<file path="config.mk">
export PLATFORM = sky130hd
export DESIGN_NAME = mem_sync_rw
export DESIGN_NICKNAME = d
export VERILOG_FILES = /design/src/rtl/mem_pkg.sv /design/src/rtl/mem_rd_pipe.sv /design/src/rtl/mem_sync_rw.sv
export SDC_FILE = /design/constraint.sdc
export NUM_CORES = 1
export LEC_CHECK = 0
export ABC_AREA = 1
export CAP_MARGIN = 20
export CELL_PAD_IN_SITES_DETAIL_PLACEMENT = 2
export CELL_PAD_IN_SITES_GLOBAL_PLACEMENT = 2
export CORE_ASPECT_RATIO = 1.75
export CORE_UTILIZATION = 40
export DETAILED_ROUTE_END_ITERATION = 7
export PLACE_DENSITY = 0.86
export SETUP_SLACK_MARGIN = 0.02
export SYNTH_ARGS = -nofsm -noshare
export SYNTH_HDL_FRONTEND = slang
export SYNTH_SLANG_ARGS = --single-unit
</file>
<file path="constraint.sdc">
create_clock -name clk -period 5.55 [get_ports clk]
set_input_delay 1.11 -clock clk [delete_from_list [all_inputs] [get_ports clk]]
set_output_delay 1.11 -clock clk [all_outputs]
set_load 0.01 [all_outputs]
</file>
<file path="src/rtl/mem_pkg.sv">
// rtl/mem_pkg.sv - shared types, limits and parity helper for the sync RAM
//
// Contents:
//   state_t      controller state (CLEAR while zeroing the array, READY after)
//   RD_LAT_MAX   deepest supported read pipeline
//   byte_parity  even-parity bit for one byte
package mem_pkg;

  typedef enum logic {
    CLEAR = 1'b0,
    READY = 1'b1
  } state_t;

  localparam int RD_LAT_MAX = 3;

  // Even parity: the stored bit makes the 9-bit total have an even number of ones.
  function automatic logic byte_parity(input logic [7:0] b);
    return ^b;
  endfunction

endpackage

</file>
<file path="src/rtl/mem_rd_pipe.sv">
// rtl/mem_rd_pipe.sv - read-response shift register (valid/data/perr)
//
// The caller presents the combinational array read on in_*; stage 0 captures it
// on the accept edge, so a read emerges RD_LAT edges later counting that edge.
// Data stages only load when valid moves into them, so out_data holds the last
// response between pulses. rst_n flushes every stage asynchronously.
//
// Ports:
//   clk, rst_n            clock, asynchronous active-low reset
//   in_valid              read accepted this edge
//   in_data, in_perr      array word and its parity-mismatch flag
//   out_valid             one-cycle response pulse
//   out_data              response word (held while out_valid=0)
//   out_perr              parity error, only asserted with out_valid
module mem_rd_pipe #(
  parameter int DWIDTH = 32,
  parameter int RD_LAT = 1
) (
  input  logic              clk,
  input  logic              rst_n,
  input  logic              in_valid,
  input  logic [DWIDTH-1:0] in_data,
  input  logic              in_perr,
  output logic              out_valid,
  output logic [DWIDTH-1:0] out_data,
  output logic              out_perr
);

  logic [RD_LAT-1:0] valid_q, valid_d;
  logic [RD_LAT-1:0] perr_q, perr_d;
  logic [DWIDTH-1:0] data_q [RD_LAT];
  logic [DWIDTH-1:0] data_d [RD_LAT];

  always_comb begin
    valid_d = valid_q;
    perr_d  = perr_q;
    data_d  = data_q;

    valid_d[0] = in_valid;
    if (in_valid) begin
      data_d[0] = in_data;
      perr_d[0] = in_perr;
    end

    for (int i = 1; i < RD_LAT; i++) begin
      valid_d[i] = valid_q[i-1];
      if (valid_q[i-1]) begin
        data_d[i] = data_q[i-1];
        perr_d[i] = perr_q[i-1];
      end
    end
  end

  always_ff @(posedge clk or negedge rst_n) begin
    if (!rst_n) begin
      valid_q <= '0;
      perr_q  <= '0;
      for (int i = 0; i < RD_LAT; i++) begin
        data_q[i] <= '0;
      end
    end else begin
      valid_q <= valid_d;
      perr_q  <= perr_d;
      data_q  <= data_d;
    end
  end

  assign out_valid = valid_q[RD_LAT-1];
  assign out_data  = data_q[RD_LAT-1];
  assign out_perr  = valid_q[RD_LAT-1] & perr_q[RD_LAT-1];

endmodule

</file>
<file path="src/rtl/mem_sync_rw.sv">
// rtl/mem_sync_rw.sv - single-port sync RAM, valid/ready requests, pipelined reads
//
// Optional feature macro: MEM_PARITY_EN (per-byte even parity with rsp_perr).
//
// Ports:
//   clk, rst_n     clock, asynchronous active-low reset
//   req_valid      request present
//   req_ready      high in READY state only
//   req_wr         1 = write, 0 = read
//   req_addr       word address
//   req_wdata      write data
//   req_be         byte enables, bit i gates byte i
//   perr_inject    store inverted parity for the written bytes (parity build)
//   rsp_valid      one-cycle read-response pulse, RD_LAT edges after accept
//   rsp_rdata      read data, held between responses
//   rsp_perr       parity error on this response (0 without MEM_PARITY_EN)
//   init_done      array clear finished
module mem_sync_rw
  import mem_pkg::*;
#(
  parameter int AWIDTH = 5,
  parameter int DWIDTH = 32,
  parameter int RD_LAT = 1
) (
  input  logic                clk,
  input  logic                rst_n,
  input  logic                req_valid,
  output logic                req_ready,
  input  logic                req_wr,
  input  logic [AWIDTH-1:0]   req_addr,
  input  logic [DWIDTH-1:0]   req_wdata,
  input  logic [DWIDTH/8-1:0] req_be,
  input  logic                perr_inject,
  output logic                rsp_valid,
  output logic [DWIDTH-1:0]   rsp_rdata,
  output logic                rsp_perr,
  output logic                init_done
);

  localparam int NBYTES = DWIDTH / 8;
  localparam int DEPTH  = 2 ** AWIDTH;
  // Out-of-range latencies are clamped to the supported pipeline depths.
  localparam int LAT    = (RD_LAT < 1) ? 1 : ((RD_LAT > RD_LAT_MAX) ? RD_LAT_MAX : RD_LAT);
  localparam logic [AWIDTH-1:0] LAST_ADDR = '1;

  state_t            state_q, state_d;
  logic [AWIDTH-1:0] clr_addr_q, clr_addr_d;

  // Array write port, shared by the clear sweep and bus writes.
  logic [NBYTES-1:0] mem_we;
  logic [AWIDTH-1:0] mem_waddr;
  logic [DWIDTH-1:0] mem_wdata;
  logic              par_inv;
  logic              rd_fire;

  logic [DWIDTH-1:0] mem_q [DEPTH];
  logic [DWIDTH-1:0] rd_data;
  logic              rd_perr;

  always_comb begin
    state_d    = state_q;
    clr_addr_d = clr_addr_q;
    mem_we     = '0;
    mem_waddr  = req_addr;
    mem_wdata  = req_wdata;
    par_inv    = 1'b0;
    rd_fire    = 1'b0;

    case (state_q)
      CLEAR: begin
        mem_we     = '1;
        mem_waddr  = clr_addr_q;
        mem_wdata  = '0;
        clr_addr_d = clr_addr_q + AWIDTH'(1);
        if (clr_addr_q == LAST_ADDR) begin
          state_d = READY;
        end
      end
      READY: begin
        if (req_valid) begin
          if (req_wr) begin
            mem_we  = req_be;
            par_inv = perr_inject;
          end else begin
            rd_fire = 1'b1;
          end
        end
      end
      default: state_d = CLEAR;
    endcase
  end

  always_ff @(posedge clk or negedge rst_n) begin
    if (!rst_n) begin
      state_q    <= CLEAR;
      clr_addr_q <= '0;
    end else begin
      state_q    <= state_d;
      clr_addr_q <= clr_addr_d;
    end
  end

  // Storage has no reset; the CLEAR sweep zeroes it after every reset.
  always_ff @(posedge clk) begin
    for (int i = 0; i < NBYTES; i++) begin
      if (mem_we[i]) begin
        mem_q[mem_waddr][8*i +: 8] <= mem_wdata[8*i +: 8];
      end
    end
  end

  // A write on edge k is already in the array when a read samples on edge k+1,
  // so a plain combinational read gives read-after-write ordering.
  assign rd_data = mem_q[req_addr];

`ifdef MEM_PARITY_EN
  logic [NBYTES-1:0] par_q [DEPTH];
  logic [NBYTES-1:0] rd_par_calc;

  always_ff @(posedge clk) begin
    for (int i = 0; i < NBYTES; i++) begin
      if (mem_we[i]) begin
        par_q[mem_waddr][i] <= byte_parity(mem_wdata[8*i +: 8]) ^ par_inv;
      end
    end
  end

  always_comb begin
    rd_par_calc = '0;
    for (int i = 0; i < NBYTES; i++) begin
      rd_par_calc[i] = byte_parity(rd_data[8*i +: 8]);
    end
  end

  assign rd_perr = |(rd_par_calc ^ par_q[req_addr]);
`else
  logic unused_par;
  assign unused_par = par_inv;
  assign rd_perr    = 1'b0;
`endif

  mem_rd_pipe #(
    .DWIDTH (DWIDTH),
    .RD_LAT (LAT)
  ) u_rd_pipe (
    .clk       (clk),
    .rst_n     (rst_n),
    .in_valid  (rd_fire),
    .in_data   (rd_data),
    .in_perr   (rd_perr),
    .out_valid (rsp_valid),
    .out_data  (rsp_rdata),
    .out_perr  (rsp_perr)
  );

  assign req_ready = (state_q == READY);
  assign init_done = (state_q == READY);

endmodule

</file>
==> results of run 1 <==
cell type report:
cell class / count / area, sq um / area share
flip-flops and latches: 1063 / 31700 / 0.643
multi-input cells: 2453 / 10400 / 0.210
clock buffers: 123 / 2630 / 0.0532
repair buffers: 145 / 2060 / 0.0418
well taps: 1449 / 1810 / 0.0367
clock inverters: 51 / 543 / 0.0110
inverters: 51 / 218 / 0.00441
diodes: 1 / 2.50 / 0.0000507
registers in the layout, summed over array words and instances, names as in the netlist:
name,cells
u_rd_pipe.out_data,32
u_rd_pipe.out_valid,1
init_done,1
clr_addr_q,5
mem_q,1024
path summary, 6_finish.rpt:
check | to | slack [ns] | cells after the start
hold / removal | u_rd_pipe.out_data[29] | 0.48 | 2
min in group asynchronous | u_rd_pipe.out_data[25] | 0.55 | 1
hold reg to reg | u_rd_pipe.out_data[29] | 0.48 | 2
max in group asynchronous | u_rd_pipe.out_data[13] | 4.27 | 1
setup reg to reg | mem_q[5][23] | 1.12 | 7
setup / recovery | mem_q[5][23] | 1.12 | 7
metrics by stage:
stage | power [mW] | utilization | hold slack, ns | instance area (sq um) | instances
2_1_floorplan | 9.68 | - | 0.479 | 43600 | 3811
3_3_place_gp | 10.1 | 0.420 | 0.461 | 45200 | 5123
3_5_place_dp | 10.2 | 0.420 | 0.473 | 45200 | 5124
4_1_cts | 17.2 | 0.450 | 0.491 | 48400 | 5298
5_1_grt | 17.7 | 0.459 | 0.510 | 49400 | 5336
6_report | 17.4 | 0.459 | 0.483 | 49400 | 5336
cell usage after synthesis:
| cell type | count | area share |
|---|---|---|
| sky130_fd_sc_hd__buf_2 | 154 | 0.018 |
| sky130_fd_sc_hd__buf_1 | 12 | 0.0010 |
| sky130_fd_sc_hd__nor2_4 | 2 | 0.00052 |
| sky130_fd_sc_hd__o21ai_2 | 1 | 0.00020 |
| sky130_fd_sc_hd__clkbuf_1 | 39 | 0.0034 |
| sky130_fd_sc_hd__xnor2_1 | 1 | 0.00020 |
| sky130_fd_sc_hd__inv_1 | 48 | 0.0041 |
| sky130_fd_sc_hd__nand3_1 | 869 | 0.10 |
| sky130_fd_sc_hd__nand2_1 | 1428 | 0.12 |
| sky130_fd_sc_hd__nor2_2 | 2 | 0.00029 |
| sky130_fd_sc_hd__or2_2 | 1 | 0.00014 |
| sky130_fd_sc_hd__dfrtp_1 | 39 | 0.022 |
| sky130_fd_sc_hd__ha_1 | 2 | 0.00057 |
| sky130_fd_sc_hd__o21ai_1 | 2 | 0.00023 |
| sky130_fd_sc_hd__buf_4 | 29 | 0.0050 |
| sky130_fd_sc_hd__xor2_1 | 2 | 0.00040 |
| sky130_fd_sc_hd__a21oi_2 | 2 | 0.00040 |
| sky130_fd_sc_hd__inv_4 | 1 | 0.00014 |
| sky130_fd_sc_hd__conb_1 | 1 | 0.000086 |
| sky130_fd_sc_hd__nor2_1 | 140 | 0.012 |
| sky130_fd_sc_hd__edfxtp_1 | 1024 | 0.71 |
| sky130_fd_sc_hd__inv_2 | 2 | 0.00017 |
| sky130_fd_sc_hd__buf_6 | 10 | 0.0026 |
layer usage:
layer,up-vias,part of all wire
met5,-,0.000097
met4,2,0.068
met3,530,0.061
met2,1637,0.51
met1,16800,0.36
li1,13200,-
kinds of logic (layout without fill, tap and decap cells):
| family | after synthesis | after routing | synth area share |
|---|---|---|---|
| compound gates | 5 | 5 | 0.000833 |
| xor+xnor | 3 | 3 | 0.000603 |
| fa+ha+maj | 2 | 2 | 0.000574 |
| simple gates | 2442 | 2442 | 0.236 |
| other cells | 1 | 2 | 0.0000861 |
| flops | 1063 | 1063 | 0.728 |
| buf+inv | 295 | 370 | 0.0341 |
power by group through the flow:
stage,clock network [mW],registers (mW),logic (mW)
final,7.19,8.85,1.34
after global routing,7.41,8.85,1.40
after global placement,0,9.03,1.10
after CTS,7.13,8.86,1.23
after detailed placement,0,9.04,1.18
after floorplan,0,9.04,0.639
placed cells by master (no fill, tap or decap), drive strengths merged:
cell type	n
bufinv	11
or2	1
nand3	869
nor2	144
inv	51
conb	1
o21ai	3
buf	72
clkinv	34
a21oi	2
nand2	1428
clkdlybuf4s50	73
ha	2
clkbuf	123
dfrtp	39
edfxtp	1024
xor2	2
diode	1
clkinvlp	6
xnor2	1
tightest hold or removal path, delay by kind of cell, from the launching register on:
kind,cells,cell delay [ns]
simple gates,2,0.11
flops,1,0.34
==> metrics list, run 1 <==
* CP max FO: 32
* Status: finished clean
- Of the synthesized area, sequential elements account for 0.728.
* Number of distinct library cells after synthesis: 23
- Crit-path leading delay family: simple AND/OR/NAND/NOR gates
* Cell area after synthesis: 43600 sq um
* Detail Placement HPWL: a little over 90 mm
- Total wire length: between 150 and 200 mm
- Wire length per cell after detailed routing: 32.9 um
* Number of global-route vias before repair: 34900
- The share of total power dissipated in sequential elements is 0.509.
- For this design the total switching power over the nets is between 4 and 5 mW.
* TritonCTS clock tree: done
- For the pin with the worst max-slew slack, the measured transition is 1.27 ns.
- Critical path's largest stage delay: a little over 1 ns
- Clock edge transition at the registers on the reported setup and hold paths: 0.07 ns
- The die covers 110000 sq um.
* Min-Delay Path Class: reg -> reg
* CP Data Required Time: 5.86 ns
- For this configuration, the core starts out at a cell density of 0.405.
- Worst reg2reg startpoint: init_done
- Deepest clock path buffer count: 3
- The slowest stage of the critical path belongs to the cell sky130_fd_sc_hd__dfrtp_2.
- In the routed design, unresolved DRC markers number 0.
- Data arrives at the worst endpoint at 4.74 ns.
* Final count of negative-setup-slack endpoints: 0
- Vias after detailed routing: approximately 32000
- Cell-by-cell trace of the critical path: buf_4 -> nand2_1 -> o21ai_1 -> nand2_1 -> nor2_1 -> nand2_1 -> nor2_1
- Post-Syn Instances: 3811
- Summed over all failing endpoints, the final setup total negative slack is 0 ns.
* Achievable frequency: 0.226 GHz
* Overall die height: around 440 um
- The first global-routing pass estimated 243 mm of wire.
- Part of the total power dissipated in the clock network: 0.414
- # Max-Cap Violations: 0
- The setup path with the least slack is of type reg -> reg.
- Switch share: 0.249
- Final clock skew: ~0.04 ns
- Remaining number of nets flagged by the antenna check after routing: 0
- The pre-antenna-repair detailed-routing pass consisted of 6 iterations.
* Setup Slack @ Placement: a little over 1 ns
* RSZ-0062 raised after global routing: no
- Dividing the detail-routed via count by the number of cells gives 6.02.
* Antenna violations before repair: 2
* Aggregate global routing overflow: 0
- Number of buffers inserted during clock tree synthesis: 95
- The final layout contains 3857 nets.
- Synthesis Warnings: 0
- Across every metal layer, demand over resource in global routing totals 0.304.
- Share of power burned in combinational logic: 0.077
- Dominant cell type by count on the critical path: sky130_fd_sc_hd__nand2_1
- CTS built an H-tree with a depth of 3.
- The most critical setup path has its startpoint at init_done.
- For met1 alone, demand over resource in global routing was 0.344.
- Slew margin rel.: 0.154
- Static leakage power: 17.9 nW
- Synthesis produced a netlist with a net count of 3859.
- For met3 alone, demand over resource in global routing was 0.0412.
* Endpoint class of the critical path: register
* Internal power contribution: 13.1 mW
* Count of pins on the block boundary: 82
- After synthesis, the mean cell area works out to between 10 and 15 sq um.
- Power spread over the standard cell area amounts to around 350 nW/um^2.
- The region available for standard cell placement spans about 110000 sq um.
- Routability-driven placement finished with a final weighted congestion of between 0.7 and 0.8.
* Fill cell total of the finished layout: 10500
- Of the available clock period, the critical path in the final layout requires 0.798.
- Maximum number of pins on one net before global-route repair: about 190
* Growth of design area from synthesis to finish: 13.3%
- Post-CTS timing repair inserted 0 buffers for setup.
* Beginning of the worst hold path: u_rd_pipe.out_data[29]
- Port-buffer cells: 79
- Max-slew violations: 0
* IR Drop Worst-Case VDD: 0.000270 V
* Root buf cell: sky130_fd_sc_hd__clkbuf_16
- Final Hold Violating Endpoints: 0
* Die X: 252 um
* Gates resized, CTS repair: 0
* Synthesis-stage register bit count: ~1100
- Met2 capacity usage during global routing: 0.541
- The detailed router finished its first iteration with 3276 violations.
- CTS saw between 1000 and 1500 sinks.
* Routing layer with the top usage in global route: met2
- Share of cells above drive strength 1: 0.0612
- Clock latency of the later-clocked register in the worst-skew pair: 0.72 ns
* Clock period minus final worst setup slack: 4.43 ns
- The number of hold buffers added after CTS was 0.
- Final worst-path setup slack: 1.12 ns
- The initialized floorplan defines 159 standard-cell rows.
- Startpoint type of the worst setup path: register
- Counting both buffers and inverters, the worst setup path holds a total of 1.
Power figures use the tool's default switching activity.
==> run 2: changes to the inputs <==
clock period = 4.6 ns   (was 5.55 ns; I/O delays follow)
==> run 2 against run 1 <==
- die area did not move
- non-clock buffer count rose by 2
- sequential power rose by 21%
- power rose by 23%
- setup slack got worse by 0.76 ns
- global-route usage rose by 1.1 points
- via count rose by 2.8%
- clock power rose by 26%
- critical path depth did not move
- largest cell class unchanged
- fmax rose by 4.6%
- clock skew rose by 0.0012 ns
- register-to-register slack got worse by 0.76 ns
- critical path type unchanged
==> metrics list, run 2 (synthesized netlist as in run 1, its figures left out) <==
* Total wire length: 187 mm (+6.4%)
- Hold buffers post-CTS: 0 (unchanged)
- Flip-flop and latch area: 31700 sq um (unchanged)
* RSZ-0062 raised after global routing: no
- The boundary pin count came to 82 (unchanged).
- The aggregate global-route resource usage came to 0.315 (+0.0112).
- Clock latency of the later-clocked register in the worst-skew pair: 0.73 ns (about the same)
- The setup clock skew after layout is 0.0423 ns (+0.00119 ns).
* Deepest clock path buffer count: 3 (unchanged)
- The flip-flop count of the largest register after layout came to 1024 (unchanged).
* Fill cell total of the finished layout: 10500 (-0.057%)
* Cell Pwr Density: 433 nW/um^2 (+23%)
- TritonCTS clock tree: done
* Min-Delay Path Class: in -> async
- Die X: 252 um (unchanged)
* Aggregate global routing overflow: 0 (unchanged)
* Metal3 WL: 13.7 mm (+29%)
- The number of max-slew violations in the final report came to 0 (unchanged).
- The setup slack on the worst flop-to-flop path was 0.36 ns (-0.76 ns).
- Cell-by-cell trace of the critical path: buf_4 -> nor2_1 -> a21oi_2 -> inv_2 -> nor2_4 -> nand2_1 -> nor2_1
* Clock edge transition at the registers on the reported setup and hold paths: 0.07 ns (about the same)
- The minimum period implied by the final worst setup slack came to 4.24 ns (-0.194 ns).
* Root buf cell: sky130_fd_sc_hd__clkbuf_16
- The share of the clock period used by the worst path was 0.921 (+0.123).
- The chip height was 439 um (unchanged).
- The maximum vdd ir drop was 0.000283 V (+4.7%).
- Die area: 110000 sq um (unchanged)
* Endpoint class of the critical path: register
- Growth of design area from synthesis to finish: 13.5%
* Post-route setup TNS: 0 ns (unchanged)
- Placeable Area: 108000 sq um (unchanged)
- The count of routing violations after the opening detailed-route iteration is 3916 (+20%).
- Maximum number of pins on one net before global-route repair: 181 (-3.7%)
- Final Hold Violating Endpoints: 0 (unchanged)
- Starting utilization of the core area: 0.405 (unchanged)
- First-pass GRT wire length: 251 mm (+3.4%)
- STA classifies the critical path startpoint as a register.
* Number of global-route vias before repair: 35100 (+0.58%)
- The post-CTS setup-driven buffer insertion count was 0 (unchanged).
- First-pass detailed-route iteration total: 6 (unchanged)
* Worst reg2reg startpoint: init_done
- For this design, the slowest cell found on the critical path is sky130_fd_sc_hd__nor2_1.
* Status: finished clean
* Critical path's largest stage delay: 1.22 ns (+0.20 ns)
- The maximum fanout along the worst path came to 28 (-13%).
- The worst slew slack as a fraction of its limit was 0.0950 (-0.0585).
* Detail Placement HPWL: 94.7 mm (+2.2%)
* Final count of negative-setup-slack endpoints: 0 (unchanged)
* Arr. time, crit path: 4.57 ns (-0.17 ns)
- Dominant cell type by count on the critical path: sky130_fd_sc_hd__nor2_1
* Antenna violations before repair: 7 (+5)
- CP Data Required Time: 4.93 ns (-0.93 ns)
* Top sig layer: met5
- The average routed wire per standard cell came to 34.9 um (+6.2%).
* Top library cells by usage in the layout, fill and taps aside: 1428 x sky130_fd_sc_hd__nand2_1, 1024 x sky130_fd_sc_hd__edfxtp_1, 869 x sky130_fd_sc_hd__nand3_1
* Most common cell after layout, fill and taps aside: sky130_fd_sc_hd__nand2_1
* Reg2reg path depth: 7 (unchanged)
- The count of H-tree levels built during CTS is 3 (unchanged).
* Capture point of the worst reg-to-reg path: mem_q[1][30]
- Area of the multi-input gates: 10400 sq um (unchanged)
- The number of input and output port buffers inserted came to 79 (unchanged).
* TritonCTS Sinks: 1063 (unchanged)
- The routability congestion estimate is 0.786 (+1.4%).
- Static leakage power: 17.9 nW (about the same)
- The remaining antenna violation count after routing is 0 (unchanged).
* Achievable frequency: 0.236 GHz (+4.6%)
- The slew of the pin with the lowest slew margin came to 1.35 ns (+0.0842 ns).
- The number of standard-cell rows in the floorplan came to 159 (unchanged).
- Gates resized, CTS repair: 0 (unchanged)
- The net total in the final layout is 3859 (+0.052%).
* Critical path type: reg -> reg
* Register with the most flip-flops: mem_q
- The total power consumption of the routed design came to 21.4 mW (+23%).
- Final Instance Area: 49400 sq um (+0.15%)
- Share of cells above drive strength 1: 0.0594 (-0.00189)
- Tightest hold margin: 0.328 ns (-0.156 ns)
- The detailed route wirelength on metal2 came to 93.4 mm (+3.8%).
* Vias after detailed routing: 33000 (+2.8%)
- Routed metal-1 wire length: 65.4 mm (+4.1%)
- Number of vias per cell: 6.18 (+2.6%)
- The number of max-cap violations is 0 (unchanged).
* Final routed DRC violation total: 0 (unchanged)
- The post-place instance area was 45300 sq um (+0.11%).
- Number of buffers inserted during clock tree synthesis: 95 (unchanged)
## run 2: worst max-delay path by stage
stage / startpoint / end / slack, ns
after global routing: init_done / mem_q[4][28] / 0.44
after global placement: req_wr / mem_q[0][5] / 0.86
after CTS: init_done / mem_q[4][11] / 0.66
after detailed placement: req_addr[0] / mem_q[4][10] / 0.69
after floorplan: req_addr[0] / mem_q[28][0] / 2.04
final: init_done / mem_q[1][30] / 0.36
## run 2: final cells by class
cell class                      instances  area share
Clock inverter                         50      0.0126
Timing Repair Buffer                  147      0.0413
Sequential cell                      1063       0.642
Antenna cell                            4    0.000202
Inverter                               51     0.00440
Tap cell                             1449      0.0367
Clock buffer                          128      0.0533
Multi-Input combinational cell       2453       0.210
## run 2: critical path: cells and delay by family (launching register included)
family / cells / cell delay [ns]
compound gates: 1 / 0.24
buf+inv: 2 / 0.66
flops: 1 / 0.83
simple gates: 4 / 2.12
## run 2: routing by layer
layer,vias up,GRT usage
met2,2142,0.549
met5,-,0
met3,705,0.0502
met4,6,0.200
li1,13200,-
met1,17000,0.359
## run 2: stage by stage
stage,utilization,std cells,setup WS [ns]
floorplan,-,3811,2.04
global placement,0.421,5128,0.859
detailed placement,0.421,5129,0.694
CTS,0.451,5307,0.663
global route,0.459,5343,0.445
finish,0.459,5345,0.362
## run 2: power breakdown
part	total [mW]	leakage (nW)	switching, mW	internal (mW)
Sequential	10.7	9.69	0.0473	10.6
Combinational	1.67	6.61	1.23	0.446
Clock	9.06	1.58	4.22	4.84
